**src/rtl/seg7_scan_if.sv**
```systemverilog
// seg7_scan_if: valid/ready load channel carrying the packed multi-digit display value.
interface seg7_scan_if #(
  parameter int unsigned DIGITS = 4
);
  logic [4*DIGITS-1:0] iv_data;
  logic                i_valid;
  logic                o_ready;

  modport master (output iv_data, output i_valid, input o_ready);
  modport slave  (input iv_data, input i_valid, output o_ready);
endinterface

```
**src/rtl/seg7_scan.sv**
```systemverilog
// seg7_scan: time-multiplexed common-anode 7-segment scanner with frame-aligned (tear-free) updates.
// Optional leading-zero blanking is enabled by defining SEG7_SCAN_LZB_EN.
module seg7_scan #(
  parameter int unsigned DIGITS       = 4,
  parameter int unsigned TICK_DIV     = 50000,
  parameter int unsigned BLANK_CYCLES = 16
) (
  input  logic              i_clk,
  input  logic              i_rst_n,
  seg7_scan_if.slave        bus,
  input  logic              i_enable,
  output logic [3:0]        ov_nibble,
  output logic [DIGITS-1:0] ov_digit_n,
  output logic              o_frame
);
  localparam int unsigned PW = (TICK_DIV > 1) ? $clog2(TICK_DIV) : 1;
  localparam int unsigned IW = (DIGITS > 1) ? $clog2(DIGITS) : 1;
  localparam int unsigned DW = 4 * DIGITS;

  logic [PW-1:0]     presc_q, presc_d;
  logic [IW-1:0]     idx_q, idx_d;
  logic [DW-1:0]     shadow_q, shadow_d;
  logic [DW-1:0]     pend_q, pend_d;
  logic              pend_vld_q, pend_vld_d;
  logic              ready_q, ready_d;
  logic [3:0]        nibble_q, nibble_d;
  logic [DIGITS-1:0] digit_n_q, digit_n_d;
  logic              frame_q, frame_d;

  logic              tick_wrap_c, frame_end_c, xfer_c, commit_c;
  logic [DIGITS-1:0] lz_blank_c;

  // Scan timing, handshake capture and frame-boundary commit.
  always_comb begin
    presc_d    = presc_q;
    idx_d      = idx_q;
    shadow_d   = shadow_q;
    pend_d     = pend_q;
    pend_vld_d = pend_vld_q;
    ready_d    = ready_q;

    tick_wrap_c = (presc_q == PW'(TICK_DIV - 1));
    frame_end_c = tick_wrap_c && (idx_q == IW'(DIGITS - 1));
    xfer_c      = bus.i_valid && ready_q;
    commit_c    = frame_end_c && pend_vld_q;

    presc_d = tick_wrap_c ? '0 : presc_q + PW'(1);
    if (tick_wrap_c) begin
      idx_d = (idx_q == IW'(DIGITS - 1)) ? '0 : idx_q + IW'(1);
    end

    // ready is low whenever data is pending, so commit and capture never coincide
    if (commit_c) begin
      shadow_d   = pend_q;
      pend_vld_d = 1'b0;
      ready_d    = 1'b1;
    end else if (xfer_c) begin
      pend_d     = bus.iv_data;
      pend_vld_d = 1'b1;
      ready_d    = 1'b0;
    end

    frame_d = frame_end_c;
  end

`ifdef SEG7_SCAN_LZB_EN
  logic zero_above_c;

  // A digit above 0 is blanked when it and every higher digit of the shadow are zero.
  always_comb begin
    lz_blank_c   = '0;
    zero_above_c = 1'b1;
    for (int k = int'(DIGITS) - 1; k >= 0; k--) begin
      zero_above_c = zero_above_c && (shadow_d[4*k +: 4] == 4'h0);
      if (k > 0) begin
        lz_blank_c[k] = zero_above_c;
      end
    end
  end
`else
  assign lz_blank_c = '0;
`endif

  // Look ahead at next index/shadow so nibble and select change together with the index.
  always_comb begin
    nibble_d  = '0;
    digit_n_d = '1;
    for (int k = 0; k < int'(DIGITS); k++) begin
      if (idx_d == IW'(k)) begin
        nibble_d = shadow_d[4*k +: 4];
        if (i_enable && (presc_d >= PW'(BLANK_CYCLES)) && !lz_blank_c[k]) begin
          digit_n_d[k] = 1'b0;
        end
      end
    end
  end

  always_ff @(posedge i_clk or negedge i_rst_n) begin
    if (!i_rst_n) begin
      presc_q    <= '0;
      idx_q      <= '0;
      shadow_q   <= '0;
      pend_q     <= '0;
      pend_vld_q <= 1'b0;
      ready_q    <= 1'b1;
      nibble_q   <= '0;
      digit_n_q  <= '1;
      frame_q    <= 1'b0;
    end else begin
      presc_q    <= presc_d;
      idx_q      <= idx_d;
      shadow_q   <= shadow_d;
      pend_q     <= pend_d;
      pend_vld_q <= pend_vld_d;
      ready_q    <= ready_d;
      nibble_q   <= nibble_d;
      digit_n_q  <= digit_n_d;
      frame_q    <= frame_d;
    end
  end

  assign bus.o_ready = ready_q;
  assign ov_nibble   = nibble_q;
  assign ov_digit_n  = digit_n_q;
  assign o_frame     = frame_q;

endmodule

```
**src/flat_wrapper.sv**
```systemverilog
// flat-port wrapper written by rule: the top's interface ports become plain ports
module seg7_scan_flat 
#(
  parameter int unsigned DIGITS       = 4,
  parameter int unsigned TICK_DIV     = 50000,
  parameter int unsigned BLANK_CYCLES = 16
)
  (i_clk, i_rst_n, i_enable, ov_nibble, ov_digit_n, o_frame, bus_iv_data, bus_i_valid, bus_o_ready);
  seg7_scan_if #(.DIGITS(DIGITS)) bus_i ();
  input  logic i_clk;
  input  logic i_rst_n;
  input  logic i_enable;
  output logic [3:0] ov_nibble;
  output logic [DIGITS-1:0] ov_digit_n;
  output logic o_frame;
  input wire logic [$bits(bus_i.iv_data)-1:0] bus_iv_data;
  input wire logic [$bits(bus_i.i_valid)-1:0] bus_i_valid;
  output wire logic [$bits(bus_i.o_ready)-1:0] bus_o_ready;
  assign bus_i.iv_data = bus_iv_data;
  assign bus_i.i_valid = bus_i_valid;
  assign bus_o_ready = bus_i.o_ready;
  seg7_scan #(.DIGITS(DIGITS), .TICK_DIV(TICK_DIV), .BLANK_CYCLES(BLANK_CYCLES)) u_core (.i_clk(i_clk), .i_rst_n(i_rst_n), .bus(bus_i), .i_enable(i_enable), .ov_nibble(ov_nibble), .ov_digit_n(ov_digit_n), .o_frame(o_frame));
endmodule
```
**config.mk**
```make
export PLATFORM = sky130hd
export DESIGN_NAME = seg7_scan_flat
export DESIGN_NICKNAME = d
export VERILOG_FILES = /design/src/rtl/seg7_scan_if.sv /design/src/rtl/seg7_scan.sv /design/src/flat_wrapper.sv
export SDC_FILE = /design/constraint.sdc
export NUM_CORES = 1
export LEC_CHECK = 0
export CAP_MARGIN = 25
export CORE_MARGIN = 3
export CORE_UTILIZATION = 35
export CTS_CLUSTER_SIZE = 24
export DETAILED_ROUTE_END_ITERATION = 8
export PLACE_DENSITY = 0.52
export SETUP_SLACK_MARGIN = 0.5
export SLEW_MARGIN = 20
export SYNTH_ARGS = -nofsm -noshare
export SYNTH_HDL_FRONTEND = slang
export SYNTH_SLANG_ARGS = --single-unit
```
**constraint.sdc**
```tcl
create_clock -name i_clk -period 4.1 [get_ports i_clk]
set_input_delay 0.615 -clock i_clk [delete_from_list [all_inputs] [get_ports i_clk]]
set_output_delay 0.615 -clock i_clk [all_outputs]
set_load 0.01 [all_outputs]
```
# Word-level counts from Yosys, hierarchy flattened
# Index checks and enable logic that the tools add are counted.
[op_classes]
n_addsub = 2
mul = 0
n_div = 0
order_cmp = 1
n_eq_ne = 5
shifts = 0
n_mux = 17
bitwise_logic = 1
n_reduce_logical = 7
[op_table]
columns = ["operator", "n"]
rows = [
  ["16-bit two-way mux", 2],
  ["16-bit by 1-bit adder with 16-bit output, second input constant", 1],
  ["16-bit == test, second input constant", 1],
  ["16-bit by 5-bit >= comparator with 1-bit output, second input constant", 1],
  ["4-bit two-way mux", 4],
  ["1-bit two-way mux", 9],
  ["2-bit == test, second input constant", 3],
  ["1-bit logical AND", 4],
  ["2-bit two-way mux", 2],
  ["2-bit by 1-bit adder with 2-bit output, second input constant", 1],
  ["2-bit by 1-bit == test with 1-bit output, second input constant", 1],
  ["2-bit logical NOT", 1],
  ["2-bit AND reduction", 1],
  ["2-bit nonzero test", 1],
  ["1-bit NOT", 1],
]
[word_totals]
ff_bits = 61
latch_bits = 0
mem_bits_rw = 0
rom_bits = 0
inputBits = 20
out_inout_bits = 10
elab_cells = 42
mem_count = 0

# Depth between registers and ports, before layout
[logic_depth]
ltp_word = 8
ltp_mapped = 8
mapped_depth_nobuf = 7

# Worst setup path before layout
# Ideal clock, no wire load.
[synth_timing]
path_type = "reg-to-reg"
from = "register u_core.presc_q[12]"
to = "register u_core.nibble_q[3] (netlist: u_core.ov_nibble[3])"
setup_time_ns = 0.125
arrival_ns = 2.354
t_required_ns = 3.975
slack_ns = 1.622
stages_incl_launch_ff = 9
path_buffers = 2
period_less_slack_ns = 2.478
cell_sequence = "dfrtp_1 buf_6 nor4b_4 nand4_4 nor3_4 buf_6 mux2_2 mux2_1 mux2_2"
[synth_via]
word_cells_on_any_way = 13
classes_between = "eq/ne: 4; mux: 6; reduce/logical: 3"
[synth_lines]
columns = ["item", "line", "rtl"]
rows = [
  ["start, declared", "seg7_scan.sv:20", "logic [PW-1:0] presc_q, presc_d;"],
  ["start signal, assigned", "seg7_scan.sv:110", "presc_q <= presc_d;"],
  ["16-bit == test", "seg7_scan.sv:42", "tick_wrap_c = (presc_q == PW'(TICK_DIV - 1));"],
  ["1-bit logical AND", "seg7_scan.sv:43", "frame_end_c = tick_wrap_c && (idx_q == IW'(DIGITS - 1));"],
  ["1-bit logical AND", "seg7_scan.sv:45", "commit_c = frame_end_c && pend_vld_q;"],
  ["16-bit two-way mux", "seg7_scan.sv:53", "if (commit_c) begin"],
  ["via u_core.shadow_d[7]", "seg7_scan.sv:22", "logic [DW-1:0] shadow_q, shadow_d;"],
  ["4-bit two-way mux (3 in a row)", "seg7_scan.sv:89", "if (idx_d == IW'(k)) begin"],
  ["via u_core.nibble_d[3]", "seg7_scan.sv:26", "logic [3:0] nibble_q, nibble_d;"],
  ["end signal, assigned", "seg7_scan.sv:116", "nibble_q <= nibble_d;"],
  ["end, declared", "seg7_scan.sv:26", ""],
]
# The timed path passes the listed nets, and every way through them passes these cells.
# A chain may end at the register's enable or synchronous reset.

# Final worst setup path
[layout_timing]
from = "register u_core.presc_q[12]"
to = "register u_core.nibble_q[3] (netlist: u_core.ov_nibble[3])"
[layout_via]
word_cells_on_any_way = 13
classes_between = "eq/ne: 4; mux: 6; reduce/logical: 3"
[layout_lines]
columns = ["item", "line"]
rows = [
  ["16-bit == test", "seg7_scan.sv:42"],
  ["1-bit logical AND", "seg7_scan.sv:43"],
  ["1-bit logical AND", "seg7_scan.sv:45"],
  ["16-bit two-way mux", "seg7_scan.sv:53"],
  ["via u_core.shadow_d[15]", "seg7_scan.sv:22"],
  ["4-bit two-way mux", "seg7_scan.sv:89"],
  ["via u_core.nibble_d[3]", "seg7_scan.sv:26"],
]
# The timed path passes the listed nets, and every way through them passes these cells.

==> out/qor.yml <==
core-area_mm2: 0.007767
cts_setup_buffers: 0
grt_max_degree: 44
rsz0062_at_grt: "no"
cts_resized: 0
cp_slowest_stage_delay_ns: 0.78
worstSetupEndpointType: "flop"
yosysTopAreaCellShare_pct: 49.54
synth_cell_type_count: 43
yosys_warnings: 0
layout_setup_ws_ns: 1.199
synth_nets: 240
reg2reg_depth: 6
detail_route.iter0.violations: 43
fmax_mhz: 344.7
tns_ns: 0
peakVddDrop_v: 0.0002293
nNetsFinal: 270
critPathMaxFanout: 17
die_h_um: 95.91
outcome: "finished clean"
dp_cells: 338
timing.final.crit_share_pct: 70.75
power.internal_w: 0.0009991
avgSynthCellArea_um2: 13.04
io_pins: 30
cts_hold_buf: 0
period_needed_ns: 2.901
final_cells: 354
wirelength_mm: 5.177
vias: 1698
clk_latency_ns: 0.33
seqPwrFrac_pct: 50.5
yosysTopAreaCell: "dfrtp_1"
post-place-ws_ns: 1.152
ant_nets: 0
routed_via_density: 4.797
grt_pass1_wl_mm: 8.700
slew_headroom_pct: 39.02
h-tree-depth: 3
ys.flop_type: "dfrtp_1"
min_path_type: "in2async"
fillers: 747
hold_violations: 0
seq_area_frac_synth_pct: 54.18
drc: 0
setup_viol: 0
multiInputGateArea_mm2: 0.001205
wl_per_cell_um: 14.62
dp.final_hpwl_mm: 3.541
cts.sinks: 61
die_area_mm2: 0.009198
num_antenna_cells: 0
post_synth_instance_area_mm2: 0.002829
p_clk_share_pct: 45.0
required_ns: 4.32
grt_pass1_vias: 1778
worstPathCellList: "nor4b_4 -> nand4_4 -> nor3_4 -> mux2_2 -> mux2_1 -> mux2_2"
row_count: 32
numCtsBuffers: 9
fp.dieW_um: 95.91
maxCapViolCount: 0
syn_to_final_growth_pct: 19.68
drive_above_1_share_pct: 29.37
synth_area_leaders: "dfrtp_1 (50%), mux2_2 (13%), mux2_4 (5.3%)"
gp_congestion: 0.8599
tightest_slew_ns: 0.9117
power_leakage_nw: 1.554
portBuffers: 29
p_sw_w: 0.0002569
grt-ovfl-total: 0
synth-async-reset-ratio_pct: 100.0
synth_common_cells: "dfrtp_1 (56), mux2_2 (33), nand3_1 (16), nor2_1 (16), mux2_4 (10)"
timing.hold.ws_ns: 0.2739
track_usage_pct: 12.55
synth_cells: 217
regArea_mm2: 0.001533
start_kind: "flop"
clk_pin_slew_worst_paths_ns: 0.07
synth-seq-cells: 61
cp_slowest_cell: "nor3_4"
skew_ns: 0.005879
synth_edf_count: 0
p_per_area_mw_per_mm2: 371.0
antenna_found_initial: 0
cpMostUsedCell: "mux2_2"
start_util_pct: 36.42
drt_first_pass_iters: 4
cts_tree: "done"
critical_path_class: "reg2reg"
p_comb_share_pct: 4.5
p_sw_share_pct: 20.45
cts_root_buf: "clkbuf_8"
clockBufferDepth: 2
crit_arrival_ns: 3.12
yosysMostFrequentCell: "dfrtp_1"
slew_violations: 0
-- power by group through the flow --
stage | combinational, W | clock [W] | sequential [W]
after floorplan | 0.0000240 | 0 | 0.000640
after global placement | 0.0000572 | 0 | 0.000646
after detailed placement | 0.0000585 | 0 | 0.000645
after CTS | 0.0000586 | 0.000583 | 0.000634
after global routing | 0.0000638 | 0.000612 | 0.000636
final | 0.0000567 | 0.000565 | 0.000634
-- sequential cells by signal, summed over array words and instances, names as in the netlist --
register / flops
u_core.ov_digit_n: 4
u_core.bus.o_ready: 1
u_core.pend_vld_q: 1
u_core.idx_q: 2
u_core.ov_nibble: 4
u_core.presc_q: 16
u_core.pend_q: 16
u_core.o_frame: 1
u_core.shadow_q: 16
-- cell families after synthesis --
logic type,synth area share [%]
flops,54.18
simple gates,13.00
mux,20.04
compound gates,3.892
buf+inv,3.229
xor+xnor,4.334
fa+ha+maj,1.327
-- final timing paths --
check                                                     from                             end  slack (ns)
worst max-delay path              u_core.presc_q[12]$_DFF_PN0_   u_core.ov_nibble[3]$_DFF_PN0_        1.20
worst min-delay path                                   i_rst_n     u_core.presc_q[4]$_DFF_PN0_        0.27
worst max register to register    u_core.presc_q[12]$_DFF_PN0_   u_core.ov_nibble[3]$_DFF_PN0_        1.20
worst min register to register  u_core.bus.o_ready$_DFFE_PN1P_  u_core.bus.o_ready$_DFFE_PN1P_        0.49
max in group asynchronous                              i_rst_n    u_core.shadow_q[3]$_DFF_PN0_        3.16
min in group i_clk              u_core.bus.o_ready$_DFFE_PN1P_  u_core.bus.o_ready$_DFFE_PN1P_        0.49
-- through the flow --
| stage | power (W) | area [µm²] | util [%] |
|---|---|---|---|
| 6_report | 0.001256 | 3386 | 43.59 |
| 5_1_grt | 0.001312 | 3386 | 43.59 |
| 4_1_cts | 0.001276 | 3383 | 43.56 |
| 3_5_place_dp | 0.0007035 | 3177 | 40.90 |
| 3_3_place_gp | 0.0007028 | 3177 | 40.90 |
| 2_1_floorplan | 0.0006641 | 2829 | - |
-- critical path, delay by kind of cell (launching register included) --
family,cells,cell delay [ns]
mux,3,0.98
flops,1,0.49
simple gates,3,1.32
-- layout make-up --
class | instances | area share, %
Sequential cell | 61 | 45.27
Multi-Input combinational cell | 140 | 35.59
Timing Repair Buffer | 30 | 8.721
Clock buffer | 11 | 3.880
Tap cell | 102 | 3.769
Clock inverter | 5 | 2.217
Inverter | 5 | 0.5543
-- placed cells by master (no fill, tap or decap), types with 3 or more instances in the layout --
master           Yosys  final
xnor2_1              6      6
clkbuf_8             0      9
o31ai_1              3      3
nor2_1              16     16
nand3_1             16     16
nand2_1              5      5
nor4_1               4      4
dfrtp_1             56     56
dfstp_2              5      5
clkdlybuf4s50_1      0     28
nand4_1              3      3
clkinv_2             0      3
mux2_2              33     33
inv_1                5      5
o21ai_0              6      6
ha_1                 3      3
xor2_1               8      8
mux2_4              10     10
-- metal layers --
metal | part of all wire (%) | up-vias | global-route usage [%]
li1 | - | 828 | -
met1 | 46 | 821 | 16.14
met2 | 49 | 40 | 20.21
met3 | 3.9 | 9 | 2.737
met4 | 1.1 | 0 | 5.687
met5 | 0 | - | 0
(Power assumes the default switching activity.)
